<file path="config.mk">
export PLATFORM = sky130hd
export DESIGN_NAME = btn_pulse_conditioner
export DESIGN_NICKNAME = d
export VERILOG_FILES = /design/src/rtl/btn_pulse_conditioner.sv
export SDC_FILE = /design/constraint.sdc
export NUM_CORES = 1
export LEC_CHECK = 0
export CORE_UTILIZATION = 61
export CTS_BUF_LIST = sky130_fd_sc_hd__clkbuf_4
export DETAILED_ROUTE_END_ITERATION = 8
export GPL_ROUTABILITY_DRIVEN = 0
export PLACE_DENSITY = 0.79
export SLEW_MARGIN = 5
export SYNTH_ARGS = -nofsm -noshare
export SYNTH_HDL_FRONTEND = slang
export SYNTH_SLANG_ARGS = --single-unit
</file>
<file path="constraint.sdc">
create_clock -name clock -period 2.4 [get_ports clock]
set_input_delay 0.48 -clock clock [delete_from_list [all_inputs] [get_ports clock]]
set_output_delay 0.48 -clock clock [all_outputs]
set_load 0.05 [all_outputs]
</file>
<file path="src/rtl/btn_pulse_conditioner.sv">
// Push-button conditioner: synchronizes a raw button and the divided slowclk,
// debounces on slowclk rising-edge ticks and emits press/release/auto-repeat pulses.
module btn_pulse_conditioner #(
  parameter int DEPTH        = 4,
  parameter int HOLD_TICKS   = 8,
  parameter int REPEAT_TICKS = 4,
  parameter int CNT_W        = 16
) (
  input  logic clock,
  input  logic resetn,
  input  logic slowclk,
  input  logic btn,
  output logic btn_level,
  output logic press_pulse,
  output logic release_pulse,
  output logic repeat_pulse
);

  typedef enum logic [1:0] {
    IDLE      = 2'd0,
    HOLD_WAIT = 2'd1,
    REPEAT    = 2'd2
  } state_t;

  localparam logic [CNT_W-1:0] HOLD_LAST =
    CNT_W'((HOLD_TICKS > 0) ? HOLD_TICKS - 1 : 0);
  localparam logic [CNT_W-1:0] REP_LAST =
    CNT_W'((REPEAT_TICKS > 0) ? REPEAT_TICKS - 1 : 0);

  logic             btn_m;
  logic             btn_s;
  logic             s0;
  logic             s1;
  logic             s2;
  logic             tick;
  logic [DEPTH-1:0] shreg;
  logic [DEPTH-1:0] shreg_nxt;
  logic             press_ev;
  logic             release_ev;
  logic             repeat_ev;
  state_t           state;
  state_t           state_nxt;
  logic [CNT_W-1:0] cnt;
  logic [CNT_W-1:0] cnt_nxt;

  // slowclk is sampled as data; the third flop gives a one-cycle rising-edge tick
  always_ff @(posedge clock or negedge resetn) begin
    if (!resetn) begin
      btn_m <= 1'b0;
      btn_s <= 1'b0;
      s0    <= 1'b0;
      s1    <= 1'b0;
      s2    <= 1'b0;
    end else begin
      btn_m <= btn;
      btn_s <= btn_m;
      s0    <= slowclk;
      s1    <= s0;
      s2    <= s1;
    end
  end

  assign tick = s1 & ~s2;

  always_comb begin
    shreg_nxt = shreg;
    if (tick) shreg_nxt = {shreg[DEPTH-2:0], btn_s};
  end

  assign press_ev   = tick & (&shreg_nxt) & ~btn_level;
  assign release_ev = tick & ~(|shreg_nxt) & btn_level;

  always_ff @(posedge clock or negedge resetn) begin
    if (!resetn) begin
      shreg         <= '0;
      btn_level     <= 1'b0;
      press_pulse   <= 1'b0;
      release_pulse <= 1'b0;
      repeat_pulse  <= 1'b0;
    end else begin
      shreg         <= shreg_nxt;
      press_pulse   <= press_ev;
      release_pulse <= release_ev;
      repeat_pulse  <= repeat_ev;
      if (press_ev)        btn_level <= 1'b1;
      else if (release_ev) btn_level <= 1'b0;
    end
  end

  always_ff @(posedge clock or negedge resetn) begin
    if (!resetn) begin
      state <= IDLE;
      cnt   <= '0;
    end else begin
      state <= state_nxt;
      cnt   <= cnt_nxt;
    end
  end

  // Release is checked before the repeat compare so it wins on a shared tick
  always_comb begin
    state_nxt = state;
    cnt_nxt   = cnt;
    repeat_ev = 1'b0;
    case (state)
      IDLE: begin
        if (press_ev && (HOLD_TICKS != 0)) begin
          state_nxt = HOLD_WAIT;
          cnt_nxt   = '0;
        end
      end
      HOLD_WAIT: begin
        if (release_ev) begin
          state_nxt = IDLE;
          cnt_nxt   = '0;
        end else if (tick) begin
          if (cnt == HOLD_LAST) begin
            repeat_ev = 1'b1;
            cnt_nxt   = '0;
            state_nxt = REPEAT;
          end else begin
            cnt_nxt = cnt + CNT_W'(1);
          end
        end
      end
      REPEAT: begin
        if (release_ev) begin
          state_nxt = IDLE;
          cnt_nxt   = '0;
        end else if (tick) begin
          if (cnt == REP_LAST) begin
            repeat_ev = 1'b1;
            cnt_nxt   = '0;
          end else begin
            cnt_nxt = cnt + CNT_W'(1);
          end
        end
      end
      default: begin
        state_nxt = IDLE;
        cnt_nxt   = '0;
      end
    endcase
  end

endmodule

</file>
==> impl_metrics.json, run 1 <==
{
  "ys_seq_area_share_pct": 47.0,
  "final_max_slew_viol_count": 0,
  "hold_class": "flip-flop to flip-flop",
  "num_vias": 1289,
  "cp_slowest_cell": "clkdlybuf4s50_1",
  "cp.depth": 1,
  "grt_use_met1_pct": 33.5,
  "power_density_nw_per_um2": 760,
  "cp.buffers_inverters": 1,
  "crit_fanout": 7,
  "synth_fa_ha_area_share_pct": 3.13,
  "fin_setup_tns_ns": 0,
  "dp_hpwl_mm": 2.34,
  "startpoint": "btn_level",
  "grt_pass1_vias": 1253,
  "finClkSkew_ns": 0.0104,
  "top_usage_layer": "met2",
  "switching_share_pct": 36.3,
  "hold_viol": 0,
  "synthCells": 163,
  "ant_nets": 0,
  "area_growth_pct": 8.39,
  "ctsResizeCount": 0,
  "worstSetupEndpoint": "btn_level",
  "use_met2_pct": 45.4,
  "cts_tree": "built",
  "vdd_drop_max_mv": 0.689,
  "insertion_delay_ns": 0.33,
  "slew_headroom_pct": 64.5,
  "synthArstFlopShare_pct": 100,
  "grt_pass1_wl_mm": 5.42,
  "synthXorXnorAreaFrac_pct": 0,
  "numClockSinks": 30,
  "netlist_area_sq_um": 1600,
  "dr.first_iter.drc_count": 25,
  "drt_wl_total_mm": 3.25,
  "path_class": "flip-flop to output port",
  "root_buffer": "clkbuf_4",
  "seqPwrFrac_pct": 43.6,
  "numCtsBuffers": 5,
  "clockBufferDepth": 2,
  "start_util_pct": 64.4,
  "grt_start_max_net_pins": 31,
  "synth_flop_cell": "dfrtp_1",
  "fp.dieW_microns": 53.2,
  "synth_top_family_by_area": "simple AND/OR/NAND/NOR gates",
  "row_count": 18,
  "holdBufCountCts": 0,
  "setup_viol": 0,
  "setup_ws_ns": 0.266,
  "die_h_microns": 53.2,
  "drc_errors": 0,
  "fmax_ghz": 0.469,
  "status": "complete, no violations",
  "switchingPower_w": 0.000477,
  "antenna_found_initial": 0,
  "core_sq_um": 2480,
  "htree_levels": 2,
  "cpLargestDelayFamily": "buffers and inverters",
  "synth_cell_type_count": 41,
  "r2r_start": "cnt[0]",
  "cts_setup_buffers": 0,
  "synth-edff-count": 0,
  "p_leak_nw": 0.772,
  "worst_pin_slew_ns": 0.531,
  "p_comb_share_pct": 33.6,
  "n_antenna_cell": 0,
  "rsz0062_at_grt": "no",
  "fin_crit_ns": 2.13,
  "place_ws_ns": 0.299,
  "ys_seq_elements": 30,
  "path_clk_slew_ns": 0.10,
  "end_kind": "output port",
  "synth_compound_area_share_pct": 18.7,
  "final_nets": 181,
  "die-area_sq_um": 2830,
  "min_period_over_period_pct": 88.9,
  "grt_use_met3_pct": 6.32,
  "ys_warn_count": 0,
  "grt.total_usage_pct": 27.4,
  "worstPathCellList": "clkdlybuf4s50_1",
  "syn_nets": 171,
  "clkPwrFrac_pct": 22.7,
  "drive_gt1_share_pct": 9.77,
  "cp_data_required_time_ns": 1.92,
  "dr.pass1.iters": 5,
  "utilization_pct": 69.8,
  "synth.avg_cell_area_sq_um": 9.79,
  "via_per_inst": 6.32,
  "crit_arrival_ns": 1.65,
  "io_buffers": 7,
  "r2r_cells": 6,
  "io_pins": 8,
  "r2r_setup_slack_ns": 0.28,
  "overflow": 0,
  "finalPower_w": 0.00131,
  "wl_per_cell_microns": 15.9,
  "max_cap_viol_count": 0,
  "regToRegEndpoint": "cnt[10]",
  "synthSimpleGateAreaFrac_pct": 23.9,
  "cp_slowest_stage_delay_ns": 0.85,
  "power.internal_w": 0.000837,
  "start_kind": "flip-flop",
  "synth_mux_area_share_pct": 2.04
}
[sequential cells by signal (all words and copies together) (netlist names)]
signal         flops
btn_level          1
release_pulse      1
s0                 1
cnt               16
s2                 1
s1                 1
repeat_pulse       1
press_pulse        1
shreg              3
state              2
btn_m              1
btn_s              1
[layer usage]
metal | vias up | wire length [microns]
li1 | 618 | -
met1 | 622 | 1380
met2 | 43 | 1660
met3 | 6 | 161
met4 | 0 | 38
met5 | - | 0
[cell type report]
cell class,instances,area [sq um]
Clock inverter,2,8.76
Inverter,7,26.3
Clock buffer,6,45.0
Fill cell,185,747
Tap cell,30,37.5
Multi-Input combinational cell,118,762
Sequential cell,30,751
Timing Repair Buffer,11,100
[power groups by stage]
stage	combinational [W]	clock (W)	sequential [W]
2_1_floorplan	0.000355	0	0.000575
3_3_place_gp	0.000423	0	0.000580
3_5_place_dp	0.000441	0	0.000584
4_1_cts	0.000442	0.000300	0.000573
5_1_grt	0.000495	0.000318	0.000578
6_report	0.000442	0.000299	0.000574
[placed cells by master, fill, tap and decap left out, types with 4 or more instances in the layout]
master and n:
nor3_1 5, nand3_1 9, a22o_1 11, nand4_1 5
clkbuf_4 6, a31oi_1 5, buf_4 4, ha_1 4
nor2_1 13, nand2_1 18, dfrtp_1 30, o21ai_0 5
a21o_1 6, nor4_1 5, clkdlybuf4s50_1 7, inv_1 7
[through the flow]
stage	instance area [sq um]	cells	hold slack [ns]
2_1_floorplan	1600	163	0.184
3_3_place_gp	1680	196	0.333
3_5_place_dp	1680	196	0.352
4_1_cts	1730	204	0.372
5_1_grt	1730	204	0.381
6_report	1730	204	0.369
[how the worst min path moves through the flow]
stage / slack (ns) / startpoint / endpoint / cells after the start
floorplan: 0.18 / resetn / btn_level / 0
global placement: 0.33 / s0 / s1 / 0
detailed placement: 0.35 / btn_m / btn_s / 0
CTS: 0.37 / btn_m / btn_s / 0
global route: 0.38 / btn_m / btn_s / 0
finish: 0.37 / btn_m / btn_s / 0
[kinds of logic after synthesis]
| logic type | after synthesis |
|---|---|
| AOI/OAI and AO/OA | 39 |
| and+or+nand+nor | 72 |
| buffers and inverters | 15 |
| adders and majority gates | 4 |
| muxes | 3 |
| DFF | 30 |
[Yosys cell counts (all sizes together), types with 5 or more instances]
cell / n / area share (%)
a31oi: 5 / 2.0
a22o: 11 / 6.0
dfrtp: 30 / 47
nor4: 5 / 2.0
o21ai: 5 / 1.6
nand3: 10 / 3.4
a21o: 6 / 2.8
nor3: 6 / 2.2
nand2: 18 / 4.2
nand4: 5 / 2.0
nor2: 14 / 3.4
buf: 7 / 3.4
inv: 7 / 1.6
Power figures use the tool's default switching activity.
==> inputs of run 2 (changes only) <==
--- a/config.mk
+++ b/config.mk
@@ -6,7 +6,7 @@
 export NUM_CORES = 1
 export LEC_CHECK = 0
 export CORE_UTILIZATION = 61
-export CTS_BUF_LIST = sky130_fd_sc_hd__clkbuf_4
+export CTS_BUF_LIST = sky130_fd_sc_hd__clkbuf_8
 export DETAILED_ROUTE_END_ITERATION = 8
 export GPL_ROUTABILITY_DRIVEN = 0
 export PLACE_DENSITY = 0.79
==> constraint.sdc (replaced) <==
create_clock -name clock -period 2 [get_ports clock]
set_input_delay 0.4 -clock clock [delete_from_list [all_inputs] [get_ports clock]]
set_output_delay 0.4 -clock clock [all_outputs]
set_load 0.05 [all_outputs]
==> run 2 against run 1 <==
Compared with the run above:
- combinational power increased by 52%
- sequential power up 20%
- via count up 9.2%
- die area is the same
- clock-buffer cell count fell by 1
- clock power is 100% higher
- final cell count grew 10%
- critical path type is now flip-flop to flip-flop
- critical endpoint is now cnt[8]
- largest cell class unchanged
- largest power group unchanged
- highest routed layer unchanged
==> impl_metrics.json, run 2 (same netlist as run 1, synthesis figures left out) <==
{
  "dr.pass1.iters": 4,
  "switching_share_pct": 33.7,
  "dp_hpwl_mm": 2.51,
  "root_buffer": "clkbuf_8",
  "overflow": 0,
  "grt_start_max_net_pins": 31,
  "drt_wl_total_mm": 3.97,
  "core_sq_um": 2480,
  "ant_nets": 0,
  "nFillCells": 150,
  "hold_viol": 0,
  "power.internal_w": 0.00131,
  "place_ws_ns": -0.0501,
  "min_period_over_period_pct": 99.3,
  "use_met2_pct": 51.7,
  "largest_reg_flops": 16,
  "regMostFlops": "cnt",
  "num_vias": 1407,
  "max_cap_viol_count": 0,
  "row_count": 18,
  "crit_arrival_ns": 2.16,
  "utilization_pct": 80.9,
  "setup_ws_ns": 0.0135,
  "reg_top3": "cnt x16, shreg x3, state x2",
  "cp_data_required_time_ns": 2.18,
  "insertion_delay_ns": 0.29,
  "vdd_drop_max_mv": 0.821,
  "p_comb_share_pct": 34.3,
  "drive_gt1_share_pct": 25.6,
  "path_class": "flip-flop to flip-flop",
  "worst_pin_slew_ns": 0.491,
  "htree_levels": 2,
  "antenna_found_initial": 0,
  "fin_crit_ns": 1.99,
  "via_per_inst": 6.25,
  "grt_pass1_wl_mm": 5.77,
  "io_buffers": 7,
  "top_usage_layer": "met2",
  "setup_viol": 0,
  "start_util_pct": 64.4,
  "grt_use_met3_pct": 8.91,
  "n_antenna_cell": 0,
  "final_nets": 202,
  "numClockSinks": 30,
  "rsz0062_at_grt": "yes",
  "power_density_nw_per_um2": 982,
  "seqPwrFrac_pct": 34.9,
  "die-area_sq_um": 2830,
  "final_common_cell": "dfrtp_1",
  "finClkSkew_ns": 0.00472,
  "clockBufferDepth": 2,
  "grt_use_met1_pct": 31.9,
  "start_kind": "flip-flop",
  "drc_errors": 0,
  "slew_headroom_pct": 67.1,
  "end_kind": "flip-flop",
  "numCtsBuffers": 5,
  "grt_pass1_vias": 1401,
  "area_growth_pct": 25.5,
  "switchingPower_w": 0.000663,
  "final_max_slew_viol_count": 0,
  "finalPower_w": 0.00197,
  "die_h_microns": 53.2,
  "holdBufCountCts": 0,
  "path_clk_slew_ns": 0.06,
  "io_pins": 8,
  "dr.first_iter.drc_count": 34,
  "fmax_ghz": 0.503,
  "status": "complete, no violations",
  "wl_per_cell_microns": 17.6,
  "crit_fanout": 4,
  "fp.dieW_microns": 53.2,
  "final_cell_mix": "dfrtp_1 (29), buf_4 (26), nand2_1 (18), nor2_1 (13), a22o_1 (11)",
  "clkPwrFrac_pct": 30.9,
  "cts_tree": "built",
  "hold_class": "flip-flop to flip-flop",
  "p_leak_nw": 0.917,
  "grt.total_usage_pct": 29.4
}
==> run 2: worst max-delay path, cell delays in order (launching register included) <==
cell and delay, ns:
dfrtp_1 0.36, ha_2 0.21, nor4b_4 0.25, nand4_1 0.24, o221ai_2 0.32, buf_4 0.19
o21ai_1 0.08, a22o_1 0.22
==> run 2: area by class of cell <==
class	instances	area, sq um	area share [%]
clock inverters	3	40.0	2.00
well taps	30	37.5	1.87
inverters	7	26.3	1.31
repair buffers	32	255	12.7
clock buffers	5	68.8	3.43
multi-input cells	118	825	41.1
flip-flops and latches	30	752	37.5
==> run 2: final timing paths <==
kind	from	end	slack, ns	cells past startpoint
hold reg to reg	s0	s1	0.35	0
hold / removal	s0	s1	0.35	0
min in group asynchronous	resetn	cnt[9]	0.49	2
setup / recovery	cnt[1]	cnt[8]	0.01	7
setup reg to reg	cnt[1]	cnt[8]	0.01	7
max in group asynchronous	resetn	cnt[7]	1.22	2
==> run 2: power groups by stage <==
| stage | clock network, W | logic, W | registers, W |
|---|---|---|---|
| floorplan | 0 | 0.000426 | 0.000690 |
| global route | 0.000638 | 0.000730 | 0.000690 |
| finish | 0.000608 | 0.000674 | 0.000686 |
| global placement | 0 | 0.000577 | 0.000687 |
| detailed placement | 0 | 0.000597 | 0.000693 |
| CTS | 0.000613 | 0.000603 | 0.000682 |
==> run 2: what timing repair did <==
item / CTS / global route
endpoints found under the setup margin: 1 / 14
pin swaps: 0 / 4
buffers inserted: 0 / 4
gates resized for setup: 1 / 13
==> run 2: routing by layer <==
layer	part of all wire [%]	vias up	routed length (microns)
met3	4.4	16	175
li1	-	664	-
met1	42	692	1670
met5	0	-	0
met4	2.6	0	105
met2	51	35	2020
==> run 2: per-stage QoR <==
step | TNS, ns | cell area, sq um | hold WS, ns | cells
2_1_floorplan | 0 | 1600 | 0.104 | 163
3_3_place_gp | -0.00318 | 1800 | 0.334 | 213
3_5_place_dp | -0.0501 | 1800 | 0.338 | 213
4_1_cts | 0 | 1910 | 0.353 | 221
5_1_grt | -0.727 | 2000 | 0.366 | 225
6_report | 0 | 2000 | 0.351 | 225
